<file path="src/rtl/elevator_ctrl_n.sv">
// Parametrised N-floor elevator controller: collective (SCAN) call service, travel/door timers, SOS, overweight.
// Optional feature: define DOOR_REOPEN_EN so a call at the current floor restarts the door timer.
module elevator_ctrl_n #(
  parameter int FLOORS          = 4,
  parameter int TICKS_PER_FLOOR = 2,
  parameter int DOOR_TICKS      = 3
) (
  input  logic                       clk,
  input  logic                       reset_n,
  input  logic                       tick,
  input  logic [FLOORS-1:0]          call_req,
  input  logic                       sos,
  input  logic                       overweight,
  output logic [FLOORS-1:0]          call_led,
  output logic [FLOORS-1:0]          floor_oh,
  output logic [$clog2(FLOORS)-1:0]  floor_idx,
  output logic                       door_open,
  output logic                       moving,
  output logic                       dir_up,
  output logic                       sos_mode,
  output logic                       weight_limit_exceeded
);

  localparam int FW = $clog2(FLOORS);
  localparam int TW = (TICKS_PER_FLOOR > 1) ? $clog2(TICKS_PER_FLOOR) : 1;
  localparam int DW = (DOOR_TICKS > 1) ? $clog2(DOOR_TICKS) : 1;

  typedef enum logic [1:0] {
    IDLE = 2'd0,
    MOVE = 2'd1,
    DOOR = 2'd2,
    SOS  = 2'd3
  } state_t;

  state_t              state_q, state_d;
  logic [FW-1:0]       floor_q, floor_d;
  logic                dir_q, dir_d;
  logic [FLOORS-1:0]   call_q, call_d;
  logic [TW-1:0]       travel_q, travel_d;
  logic [DW-1:0]       door_cnt_q, door_cnt_d;
  logic                weight_q, weight_d;
  logic [FLOORS-1:0]   floor_oh_q, floor_oh_d;
  logic                door_open_q, moving_q, sos_mode_q;
  logic [FLOORS-1:0]   pend;
  logic [FW-1:0]       next_floor;

  function automatic logic calls_above(input logic [FLOORS-1:0] c, input logic [FW-1:0] f);
    calls_above = 1'b0;
    for (int i = 0; i < FLOORS; i++) begin
      if ((FW'(i) > f) && c[i]) calls_above = 1'b1;
    end
  endfunction

  function automatic logic calls_below(input logic [FLOORS-1:0] c, input logic [FW-1:0] f);
    calls_below = 1'b0;
    for (int i = 0; i < FLOORS; i++) begin
      if ((FW'(i) < f) && c[i]) calls_below = 1'b1;
    end
  endfunction

  // Adjacent floor in the current direction, clamped so the car never leaves the shaft.
  always_comb begin
    next_floor = floor_q;
    if (dir_q && (floor_q != FW'(FLOORS - 1))) begin
      next_floor = floor_q + FW'(1);
    end else if (!dir_q && (floor_q != '0)) begin
      next_floor = floor_q - FW'(1);
    end
  end

  // Next-state logic; sos overrides everything, including arrival and overweight.
  always_comb begin
    state_d    = state_q;
    floor_d    = floor_q;
    dir_d      = dir_q;
    call_d     = call_q;
    travel_d   = travel_q;
    door_cnt_d = door_cnt_q;
    weight_d   = 1'b0;
    pend       = call_q | call_req;

    if (sos) begin
      state_d    = SOS;
      call_d     = '0;
      door_cnt_d = '0;
    end else begin
      case (state_q)
        IDLE: begin
          call_d = pend;
          if (pend[floor_q]) begin
            state_d         = DOOR;
            door_cnt_d      = '0;
            call_d[floor_q] = 1'b0;
          end else if (dir_q ? calls_above(pend, floor_q) : calls_below(pend, floor_q)) begin
            state_d = MOVE;
          end else if (calls_above(pend, floor_q) || calls_below(pend, floor_q)) begin
            dir_d   = ~dir_q;
            state_d = MOVE;
          end
        end

        MOVE: begin
          call_d = pend;
          if (tick) begin
            if (travel_q == TW'(TICKS_PER_FLOOR - 1)) begin
              travel_d = '0;
              floor_d  = next_floor;
              if (pend[next_floor]) begin
                state_d            = DOOR;
                door_cnt_d         = '0;
                call_d[next_floor] = 1'b0;
              end else if (dir_q ? calls_above(pend, next_floor) : calls_below(pend, next_floor)) begin
                state_d = MOVE;
              end else if (dir_q ? calls_below(pend, next_floor) : calls_above(pend, next_floor)) begin
                dir_d   = ~dir_q;
                state_d = MOVE;
              end else begin
                state_d = IDLE;
              end
            end else begin
              travel_d = travel_q + TW'(1);
            end
          end
        end

        DOOR: begin
          call_d          = pend;
          call_d[floor_q] = 1'b0;
          if (overweight) begin
            weight_d   = 1'b1;
            door_cnt_d = '0;
`ifdef DOOR_REOPEN_EN
          end else if (call_req[floor_q]) begin
            door_cnt_d = '0;
`endif
          end else if (tick) begin
            if (door_cnt_q == DW'(DOOR_TICKS - 1)) begin
              state_d    = IDLE;
              door_cnt_d = '0;
            end else begin
              door_cnt_d = door_cnt_q + DW'(1);
            end
          end
        end

        SOS: begin
          call_d  = '0;
          state_d = (travel_q != '0) ? MOVE : IDLE;
        end

        default: begin
          state_d = IDLE;
        end
      endcase
    end
  end

  always_comb begin
    floor_oh_d          = '0;
    floor_oh_d[floor_d] = 1'b1;
  end

  always_ff @(posedge clk or negedge reset_n) begin
    if (!reset_n) begin
      state_q     <= IDLE;
      floor_q     <= '0;
      dir_q       <= 1'b1;
      call_q      <= '0;
      travel_q    <= '0;
      door_cnt_q  <= '0;
      weight_q    <= 1'b0;
      floor_oh_q  <= FLOORS'(1);
      door_open_q <= 1'b0;
      moving_q    <= 1'b0;
      sos_mode_q  <= 1'b0;
    end else begin
      state_q     <= state_d;
      floor_q     <= floor_d;
      dir_q       <= dir_d;
      call_q      <= call_d;
      travel_q    <= travel_d;
      door_cnt_q  <= door_cnt_d;
      weight_q    <= weight_d;
      floor_oh_q  <= floor_oh_d;
      door_open_q <= (state_d == DOOR);
      moving_q    <= (state_d == MOVE);
      sos_mode_q  <= (state_d == SOS);
    end
  end

  assign call_led              = call_q;
  assign floor_oh              = floor_oh_q;
  assign floor_idx             = floor_q;
  assign door_open             = door_open_q;
  assign moving                = moving_q;
  assign dir_up                = dir_q;
  assign sos_mode              = sos_mode_q;
  assign weight_limit_exceeded = weight_q;

endmodule
</file>
<file path="config.mk">
export PLATFORM = sky130hd
export DESIGN_NAME = elevator_ctrl_n
export DESIGN_NICKNAME = d
export VERILOG_FILES = /design/src/rtl/elevator_ctrl_n.sv
export SDC_FILE = /design/constraint.sdc
export NUM_CORES = 1
export LEC_CHECK = 0
export ABC_AREA = 1
export CORE_MARGIN = 5
export CORE_UTILIZATION = 25
export DETAILED_ROUTE_END_ITERATION = 7
export GPL_TIMING_DRIVEN = 0
export SLEW_MARGIN = 30
export SYNTH_ARGS = -nofsm -noshare
export SYNTH_HDL_FRONTEND = slang
export SYNTH_SLANG_ARGS = --single-unit
export TNS_END_PERCENT = 30
</file>
<file path="constraint.sdc">
create_clock -name clk -period 2.1 [get_ports clk]
set_input_delay 0.525 -clock clk [delete_from_list [all_inputs] [get_ports clk]]
set_output_delay 0.525 -clock clk [all_outputs]
set_load 0.005 [all_outputs]
</file>
==> metrics.yaml, run 1 <==
final_hold_viol_count: 0
worstMarginPinSlew_ns: 0.4280
grt_pass1_wl_um: 6299
cp.required_ns: 2.28
wl_um: 3815
fin_skew_ns: 0.001317
synth_top_area_frac: 0.3064
p_sw_mw: 1.357
synth_fp_nets: 215
hold_ws_ns: 0.2006
pwr-share-seq: 0.247
period_share: 0.9330
nFillCells: 651
syn_inst: 201
grt_max_degree: 21
io_buffers: 22
die_w_um: 86.69
drc_errors: 0
critPathArrivalTime_ns: 2.14
clk_pin_slew_worst_paths_ns: 0.07
leakage_nw: 0.8852
initial_utilization: 0.2528
root_buffer: "clkbuf_8"
max_freq_mhz: 510.4
via_per_inst: 4.674
fp.coreArea_um2: 5816
drt-pass1-iter-count: 4
synth_ff_type: "dfrtp_1"
cts_tree: "yes"
fp.dieArea_um2: 7514
clockBufferDepth: 2
syn_area_um2: 1470
hold_buffers: 0
crit_fanout: 7
synth_largest_area_cell: "dfrtp_1"
synth_edf_count: 0
grt_pass1_vias: 1340
hold_class: "primary input to async pin"
worstSetupStartpointType: "register"
setup_violations: 0
clkLatencyLatePin_ns: 0.25
p_int_mw: 1.400
regArea_um2: 505.5
relSlewSlack: 0.7147
antenna_found_initial: 0
nets: 247
synth.top_cells.by_count: "44 x nand2_1, 27 x inv_1, 19 x nand3_1"
p_clk_frac: 0.104
ant_nets: 0
outcome: "finished clean"
sw_frac_of_total: 0.4922
synth_seq_cells: 20
min_period_ns: 1.959
drive_gt1_frac: 0.2371
num_rows: 28
yosysUniqueCellTypes: 29
synth_area_leaders: "dfrtp_1 31%, nand2_1 11%, inv_1 6.9%"
maxSlewViolCount: 0
dp_hpwl_um: 3012
overflow: 0
final_util: 0.3294
fin_ws_ns: 0.1408
ys_seq_area_frac: 0.3421
htreeDepth: 1
worst_r2r_path_depth: 14
fp.dieH_um: 86.69
path_class: "register to register"
cellPowerDensity_nw_per_um2: 1439
wire_per_inst_um: 12.43
synth-async-reset-ratio: 1.000
cts_sinks: 20
synth_area_per_cell_um2: 7.314
area_growth_pct: 30.30
power_mw: 2.757
ir_drop_uv: 597.1
tns_ns: 0
gp_congestion: 0.9118
synth.most_common_cell: "nand2_1"
dp_slack_ns: -0.1799
pwr-share-comb: 0.649
vias: 1435
yosysWarnings: 0
drv_cap: 0
grt_usage: 0.1034
num_antenna_cells: 0
multi_input_area_um2: 868.3
cts_buffers: 3
drt_iter0_drc: 75
cp-end-kind: "register"
pin_count: 24
final cells by class:
type / count / share of cell area
Timing Repair Buffer: 27 / 0.1319
Clock buffer: 4 / 0.02874
Sequential cell: 20 / 0.2639
Inverter: 34 / 0.06924
Tap cell: 75 / 0.04899
Multi-Input combinational cell: 145 / 0.4533
Buffer: 2 / 0.003919
state kept, by name (all words and copies together) (netlist names):
| register | count |
|---|---|
| floor_oh | 4 |
| call_led | 4 |
| door_cnt_q | 2 |
| door_open | 1 |
| moving | 1 |
| weight_limit_exceeded | 1 |
| sos_mode | 1 |
| state_q | 2 |
| dir_up | 1 |
| travel_q | 1 |
| floor_idx | 2 |
per-stage QoR:
stage	cells	instance area, um2
4_1_cts	302	1842
6_report	307	1916
3_3_place_gp	298	1784
3_5_place_dp	298	1784
2_1_floorplan	201	1470
5_1_grt	307	1916
worst max-delay path, stage by stage (launching register included):
cell	delay (ns)
dfrtp_2	0.48
inv_4	0.12
ha_2	0.20
inv_1	0.09
nand2_4	0.10
nand2_2	0.06
nand2_4	0.09
nand2_4	0.07
nand3_2	0.08
nand2_4	0.07
nor2_8	0.16
o21ai_2	0.08
nand2_1	0.07
nand2_2	0.06
a21oi_1	0.14
power groups by stage:
stage               clock network, mW  registers [mW]  logic, mW
floorplan                           0           0.657       1.15
finish                          0.285           0.682       1.79
global placement                    0           0.678       1.62
detailed placement                  0           0.683       1.64
global route                    0.311           0.709       1.99
CTS                             0.298           0.683       1.65
repair_timing:
action	4_1_cts	5_1_grt
pin swaps	0	1
buffers inserted	0	5
endpoints found under the hold margin	0	0
gates resized for setup	3	13
setup endpoints to repair	10	9
routing by layer:
metal,share of wire,global-route usage,wire length (um)
met3,0.067,0.02757,257
met5,0,0,0
met4,0.0066,0.01416,25
met1,0.47,0.1471,1792
met2,0.46,0.1606,1740
kinds of logic after synthesis:
group / Yosys count / share of synthesized area
flip-flops: 20 / 0.3421
adder cells (fa/ha/maj): 5 / 0.04255
buffers and inverters: 36 / 0.09192
AO/OA/AOI/OAI: 25 / 0.1132
XOR/XNOR: 1 / 0.005959
AND/OR/NAND/NOR: 114 / 0.4043
worst paths after layout:
| kind | endpoint | from | slack (ns) |
|---|---|---|---|
| min reg2reg | dir_up$_DFFE_PN1P_ | dir_up$_DFFE_PN1P_ | 0.55 |
| min in group clk | dir_up$_DFFE_PN1P_ | dir_up$_DFFE_PN1P_ | 0.55 |
| max in group asynchronous | floor_oh[0]$_DFF_PN1_ | reset_n | 1.57 |
| max reg2reg | moving$_DFF_PN0_ | floor_idx[0]$_DFF_PN0_ | 0.14 |
| max | moving$_DFF_PN0_ | floor_idx[0]$_DFF_PN0_ | 0.14 |
| min | door_cnt_q[0]$_DFFE_PN0P_ | reset_n | 0.20 |
cell usage in the layout, fill, tap and decap left out:
cell / Yosys / routed
xor2_1: 1 / 1
nor2_1: 18 / 16
o221ai_1: 1 / 1
buf_2: 0 / 1
inv_4: 0 / 2
nor2_8: 1 / 1
inv_1: 27 / 24
nor3_2: 1 / 1
nand4_1: 7 / 7
o211ai_1: 1 / 1
buf_4: 0 / 5
nand3_4: 0 / 1
nor3_1: 2 / 2
ha_2: 0 / 1
clkbuf_8: 0 / 4
nor4_1: 1 / 1
o21ai_0: 4 / 4
nand2_2: 8 / 8
clkdlybuf4s50_1: 0 / 21
nand2_1: 44 / 43
clkbuf_1: 2 / 2
nor2_2: 3 / 3
a21oi_1: 6 / 6
nand3_2: 4 / 3
nand3_1: 19 / 19
nand2_4: 4 / 5
dfrtp_1: 18 / 16
a31oi_1: 4 / 4
dfstp_2: 2 / 2
o21ai_2: 3 / 4
o311ai_0: 2 / 2
ha_1: 5 / 4
dfrtp_2: 0 / 2
inv_2: 7 / 8
a41oi_1: 3 / 3
nor2_4: 2 / 4
No activity file was read; power rests on OpenSTA's default activity.
==> inputs of run 2 (changes only) <==
--- a/config.mk
+++ b/config.mk
@@ -9,7 +9,6 @@
 export CORE_MARGIN = 5
 export CORE_UTILIZATION = 25
 export DETAILED_ROUTE_END_ITERATION = 7
-export GPL_TIMING_DRIVEN = 0
 export SLEW_MARGIN = 30
 export SYNTH_ARGS = -nofsm -noshare
 export SYNTH_HDL_FRONTEND = slang
==> run 2 against run 1 <==
- register-to-register slack better by 0.06 ns
- count of clock-buffer cells in the layout unchanged
- worst hold slack better by 0.37 ns
- largest cell class unchanged
- combinational power is 4% higher
- final area rose by 5.1%
- first-iteration DRC count increased by 56%
- critical path type is now register to primary output
- routed wire length is 11% higher
==> metrics.yaml, run 2 (synthesis results as in run 1) <==
fp.dieArea_um2: 7514
drc_errors: 0
drt-pass1-iter-count: 4
pin_count: 24
final_cell_mix: "44 x nand2_1, 27 x inv_1, 23 x clkdlybuf4s50_1"
root_buffer: "clkbuf_8"
cp_top_family: "flip-flops"
power_mw: 2.818
min_path_cells: 2
cellPowerDensity_nw_per_um2: 1400
min-delay-start: "dir_up$_DFFE_PN1P_"
num_rows: 28
drt_iter0_drc: 117
cp.required_ns: 1.57
hold_buffers: 0
min_period_ns: 1.966
clockBufferDepth: 2
crit_chain: "clkdlybuf4s50_1"
setup_violations: 0
multi_input_area_um2: 837.1
place_area_um2: 1952
area_growth_pct: 36.94
ir_drop_uv: 565.7
outcome: "finished clean"
vias: 1501
final_hold_viol_count: 0
dp_slack_ns: -0.1241
cts_tree: "yes"
io_buffers: 23
htreeDepth: 1
crit_slowest_cell: "dfstp_2"
overflow: 0
clk_pin_slew_worst_paths_ns: 0.08
num_antenna_cells: 0
fp.dieH_um: 86.69
clkLatencyLatePin_ns: 0.26
relSlewSlack: 0.7701
critPathArrivalTime_ns: 1.44
fin_skew_ns: 0.006424
gp_congestion: 0.8636
cts_buffers: 3
crit_fanout: 8
period_share: 0.9361
cp_num_buf_inv: 1
nets: 263
grt_pass1_wl_um: 7293
initial_utilization: 0.2528
fp.coreArea_um2: 5816
final_common_cell: "nand2_1"
worst_r2r_path_depth: 15
dp_hpwl_um: 3458
max_freq_mhz: 508.7
cpPeakStageDelay_ns: 0.64
r2r_start: "floor_idx[0]$_DFF_PN0_"
ff2ff_setup_slack_ns: 0.20
nFillCells: 656
grt_usage: 0.1201
cts_sinks: 20
via_per_inst: 4.647
leakage_nw: 0.9734
cp-end-kind: "primary output"
hold_class: "register to register"
ant_nets: 0
rsz0062_at_grt: "no"
hold_end: "dir_up$_DFFE_PN1P_"
grt_pass1_vias: 1491
grt_max_degree: 21
fin_ws_ns: 0.1342
worstSetupStartpoint: "dir_up$_DFFE_PN1P_"
drv_cap: 0
wl_um: 4237
wire_per_inst_um: 13.12
final_util: 0.3462
post-route-cell-area_um2: 2013
die_w_um: 86.69
place_inst: 319
r2r_end: "dir_up$_DFFE_PN1P_"
stdcell_count: 323
drive_gt1_frac: 0.2500
antenna_found_initial: 0
regArea_um2: 504.2
maxSlewViolCount: 0
path_class: "register to primary output"
worstSetupStartpointType: "register"
worstMarginPinSlew_ns: 0.3436
-- run 2: metrics by stage --
stage               setup TNS, ns  hold WS [ns]
floorplan                       0        0.2294
global placement         -0.09622        0.5371
detailed placement        -0.1241        0.5547
CTS                             0        0.5714
global route                    0        0.5788
finish                          0        0.5660
-- run 2: report_power, final --
part           total [mW]  switching (mW)  leakage, nW  internal (mW)
combinational        1.86            1.09        0.700          0.768
clock               0.298           0.131       0.0288          0.167
sequential          0.661           0.138        0.245          0.523
-- run 2: timing repair --
action,in CTS,in global routing
buffers inserted,0,0
resized for setup,0,2
endpoints found under the setup margin,0,6
-- run 2: final cells by class --
cell class / instances / area share
timing repair buffer: 45 / 0.1964
sequential: 20 / 0.2505
multi-input combinational: 145 / 0.4158
inverter: 34 / 0.06339
clock buffer: 4 / 0.02735
tap: 75 / 0.04661
-- run 2: worst reg2reg max path: cells and delay by family, from the launching register on --
family	cells	cell delay, ns
adders and majority gates	1	0.23
buffers and inverters	2	0.24
DFF	1	0.42
and+or+nand+nor	12	0.95
-- run 2: worst max path at each step --
stage | cells past startpoint | end
after detailed placement | 14 | dir_up$_DFFE_PN1P_
after global placement | 14 | dir_up$_DFFE_PN1P_
after CTS | 12 | door_cnt_q[0]$_DFFE_PN0P_
after global routing | 13 | dir_up$_DFFE_PN1P_
final | 1 | dir_up
after floorplan | 12 | door_cnt_q[0]$_DFFE_PN0P_
-- run 2: per-layer routing --
metal | vias to the layer above | share of wire | track usage
met1 | 697 | 0.49 | 0.1733
met4 | 0 | 0.0076 | 0.01275
met2 | 44 | 0.44 | 0.1857
met5 | - | 0 | 0
li1 | 758 | - | -
met3 | 2 | 0.054 | 0.03137
==> edit 1: new RTL, flow settings as in run 1 <==
Reset style: synchronous (`reset_n`), changed in one clocked block.
--- a/src/rtl/elevator_ctrl_n.sv
+++ b/src/rtl/elevator_ctrl_n.sv
@@ -161,5 +161,5 @@
   end
 
-  always_ff @(posedge clk or negedge reset_n) begin
+  always_ff @(posedge clk) begin
     if (!reset_n) begin
       state_q     <= IDLE;
Check against the original RTL: differs if reset_n is asserted again (counterexample within 4 cycles, from zero or initial values and one cycle with reset_n low); with reset_n held inactive, the same outputs for 10 cycles.
==> edit 1 against run 1 <==
Synthesized area shrank 14%; sequential share of layout area shrank 4.3 points; final cell count shrank 1.3%; sequential cell count is the same; wire length shrank 8.8%; global-route usage grew 0.42 points; count of clock-buffer cells in the layout is the same; final area shrank 3.6%; worst setup slack lost 0.026 ns; critical endpoint is now dir_up; highest routed layer unchanged.
Power is not compared: it rests on default switching activity, and its combinational part moved more than twofold at a synthesized area within 25%.
==> edit 1: results (changes against run 1) <==
[yosys]
synth_xor_area_share_pct = 0  ; -0.60 points
syn-num-nets = 210  ; -2.3%
synth_common_cells = 47 x nand2_1, 28 x inv_1, 24 x nor2_1
yosysSeqAreaShare_pct = 31.6  ; -2.6 points
async_flop_share_pct = 0  ; -100 points
ys_types = 28  ; -3.4%
netlist_instances = 195  ; -3.0%

[placed_design]
dp_hpwl_um = 2570  ; -15%
dp_cells = 288  ; -3.4%
place.gp.congestion = 0.863  ; -5.4%

[finish]
inverters = 37  ; +8.8%
layout-drive-gt1-share_pct = 26.2  ; +2.5 points
multi_input_area_um2 = 835  ; -3.9%
fin_cells = 303  ; -1.3%
clock_area_share_pct = 2.98  ; +0.11 points
fin_nets = 249  ; +0.81%
multi_input_gates = 138  ; -4.8%

[setup_path]
cp_slowest_cell = dfxtp_4
cp_max_fo = 6  ; -1

[routing]
drt-met1-wl_um = 1660  ; -7.5%
vias_per_cell = 4.49  ; -4.0%
routed_wl_um = 3480  ; -8.8%
wl_met3_um = 185  ; -28%
initialDrtViolationCount = 171  ; +130%

[global_routing]
grt_pass1_wl_um = 5630  ; -11%
gr-usage-met3_pct = 2.99  ; +0.24 points
grt_max_degree = 12  ; -43%
grt_pass1_vias = 1275  ; -4.9%
grtUsageMet2_pct = 16.4  ; +0.36 points
grt_util_met1_pct = 14.7  ; -0.052 points

[sta]
finalClockSkew_ns = 0.00443  ; +0.00311 ns

[die]
dieArea_mm2 = 0.00659  ; -12%

[outcome]
outcome = finished clean

[hold_path]
min_path_type = reg -> reg

-- edit 1: changes by cell type after synthesis, moves of 4 or more --
cell	delta
dfxtp_1	+20
o21ai_1	+4
dfrtp_1	-18
nor2_1	+6
-- edit 1: report_power, final --
group          switching, mW  internal (mW)
logic                  0.139         0.0953
clock network          0.123          0.167
registers             0.0186          0.396
total                  0.281          0.658
-- edit 1: path summary, 6_finish.rpt --
path,startpoint,endpoint,slack [ns],cells past startpoint
hold / removal,door_cnt_q[1],door_cnt_q[1],0.53,2
setup reg to reg,floor_idx[0],dir_up,0.11,17
setup / recovery,floor_idx[0],dir_up,0.11,17
hold reg to reg,door_cnt_q[1],door_cnt_q[1],0.53,2
-- edit 1: repair_timing --
action | CTS | global route
gates resized for setup | 2 | 32
setup buffers | 0 | 11
endpoints found under the setup margin | 9 | 9
cloned | 0 | 0
pin swaps | 0 | 11
hold endpoints to repair | 0 | 0
==> edit 2: new RTL, config.mk and constraints of run 1 <==
Without the edit above. Set the parameter `DOOR_TICKS` to 6 (it was 3).
--- a/src/rtl/elevator_ctrl_n.sv
+++ b/src/rtl/elevator_ctrl_n.sv
@@ -4,5 +4,5 @@
   parameter int FLOORS          = 4,
   parameter int TICKS_PER_FLOOR = 2,
-  parameter int DOOR_TICKS      = 3
+  parameter int DOOR_TICKS      = 6
 ) (
   input  logic                       clk,
Formal check against the unedited RTL: not equivalent (a bounded check fails within 10 cycles, from zero or initial values and one cycle with reset_n low).
==> edit 2 against run 1 <==
Via count down 7.3%; wire length down 6.2%; power down 0.75%; worst setup slack worse by 0.027 ns; synthesized area down 1.4%; sequential cell count up 1; hold slack better by 0.0075 ns; final area down 2.3%.
==> edit 2: results (changes against run 1) <==
[outcome]
outcome = finished clean

[setup_path]
rr_endpoint = door_cnt_q[1]
slowest_delay_ns = 0.44  ; -0.04 ns
rrSetupSlack_ns = 0.13
r2r.worst_path.cells = 12  ; -2
cp_max_fo = 4  ; -3
cp_slowest_cell = clkdlybuf4s50_1
regToRegStartpoint = floor_idx[0]
cp_top_family = simple AND/OR/NAND/NOR gates

[yosys]
netlist.area_leader.share_pct = 32.8  ; +2.2 points
ys_types = 32  ; +10%
yosysWarningCount = 0  ; unchanged
synthAdderAreaFrac_pct = 4.32  ; +0.062 points
synth_common_cells = 47 x nand2_1, 19 x dfrtp_1, 19 x inv_1, 19 x nor2_1, 16 x nand3_1
synth_compound_area_share_pct = 13.0  ; +1.7 points
syn-num-nets = 210  ; -2.3%
async_flop_share_pct = 100  ; unchanged
yosysSeqAreaShare_pct = 36.4  ; +2.2 points
synth.area.top_cells = dfrtp_1 33%, nand2_1 12%, nand3_1 5.5%, inv_1 4.9%, nor2_1 4.9%
netlist_instances = 196  ; -2.5%
synth_flop_cell = dfrtp_1
synth_xor_area_share_pct = 0.604  ; +0.0087 points

[global_routing]
antenna_found_initial = 0  ; unchanged
grt_pass1_wl_um = 6090  ; -3.4%
grt_pass1_vias = 1249  ; -6.8%
grtUsageTotal_pct = 10.2  ; -0.18 points
grt_max_degree = 22  ; +4.8%

[routing]
drt_pass1_iterations = 5  ; +1
initialDrtViolationCount = 74  ; -1.3%
wl_per_cell_um = 12.0  ; -3.7%
vias_per_cell = 4.45  ; -4.8%
routed-via-count = 1330  ; -7.3%

[clocking]
numCtsBuffers = 3  ; unchanged
clk_path_buf_depth = 2  ; unchanged
postCtsHoldBufs = 0  ; unchanged
htreeDepth = 1  ; unchanged

[finish]
layout-drive-gt1-share_pct = 24.7  ; +0.96 points
diodes = 0  ; unchanged
fin_nets = 242  ; -2.0%
fillerInstances = 613  ; -5.8%

[power_and_ir_drop]
vdd.ir_drop.worst_mv = 0.605  ; +1.2%
p_leak_nw = 0.871  ; -1.6%

[placed_design]
place_worst_setup_slack_ns = -0.209  ; -0.0291 ns
place.gp.congestion = 0.915  ; +0.33%
dp_hpwl_um = 2810  ; -6.7%
dp_cells = 290  ; -2.7%

[sta]
finalClockSkew_ns = 0.00225  ; +0.000929 ns
relSlewSlack_pct = 68.9  ; -2.5 points

[hold_path]
min_path_type = in -> async

-- edit 2: cell count changes after synthesis, sizes merged, moves of 2 or more --
cell	change
nand3	-4
a21oi	+6
nand3b	+2
inv	-7
o21ai	+2
o211ai	+2
buf	+2
a41oi	-3
nand4	-6
nor2	+2
a31oi	-3
-- edit 2: how the worst max path moves through the flow --
| stage | depth (start not counted) | slack, ns | end | start |
|---|---|---|---|---|
| final | 9 | 0.11 | door_open | call_req[0] |
| after global routing | 15 | -0.003 | moving | floor_idx[0] |
| after CTS | 12 | 0.009 | door_cnt_q[1] | floor_idx[0] |
| after detailed placement | 9 | -0.21 | door_open | call_req[0] |
| after global placement | 8 | -0.21 | moving | call_req[0] |
| after floorplan | 12 | 0.15 | door_cnt_q[1] | floor_idx[0] |
-- edit 2: kinds of logic (layout without fill, tap and decap cells) --
logic type	after synthesis	after routing
xor+xnor	1	1
flops	21	21
fa+ha+maj	5	5
simple gates	109	109
buf+inv	30	61
compound gates	30	30
-- edit 2: layer usage --
metal,share of wire [%],track usage (%)
met1,46,13.9
met2,45,15.8
met3,7.9,3.46
met4,0.81,1.29
met5,0,0
-- edit 2: layout make-up --
class                   instances  share of cell area, %
plain buffers                   3                  0.869
clock buffers                   3                   2.21
clock inverters                 1                  0.267
inverters                      27                   5.41
multi-input cells             145                   44.6
flip-flops and latches         21                   28.3
well taps                      72                   4.81
repair buffers                 27                   13.5
-- edit 2: where the power goes --
part / switching, mW / internal [mW]
Sequential: 0.140 / 0.554
Combinational: 1.06 / 0.724
Clock: 0.128 / 0.132
-- edit 2: through the flow --
| stage | power (mW) | hold slack [ns] | utilization (%) | instance area [µm²] |
|---|---|---|---|---|
| detailed placement | 2.35 | 0.519 | 31.6 | 1760 |
| global route | 3.01 | 0.239 | 33.6 | 1870 |
| floorplan | 1.84 | 0.229 | - | 1450 |
| finish | 2.74 | 0.208 | 33.6 | 1870 |
| global placement | 2.35 | 0.511 | 31.6 | 1760 |
| CTS | 2.63 | 0.526 | 32.4 | 1810 |
-- edit 2: what timing repair did --
action	CTS	global route
gates resized for setup	2	12
endpoints found under the setup margin	7	9
pin swaps	0	2
setup buffers	0	5
gates cloned	0	0
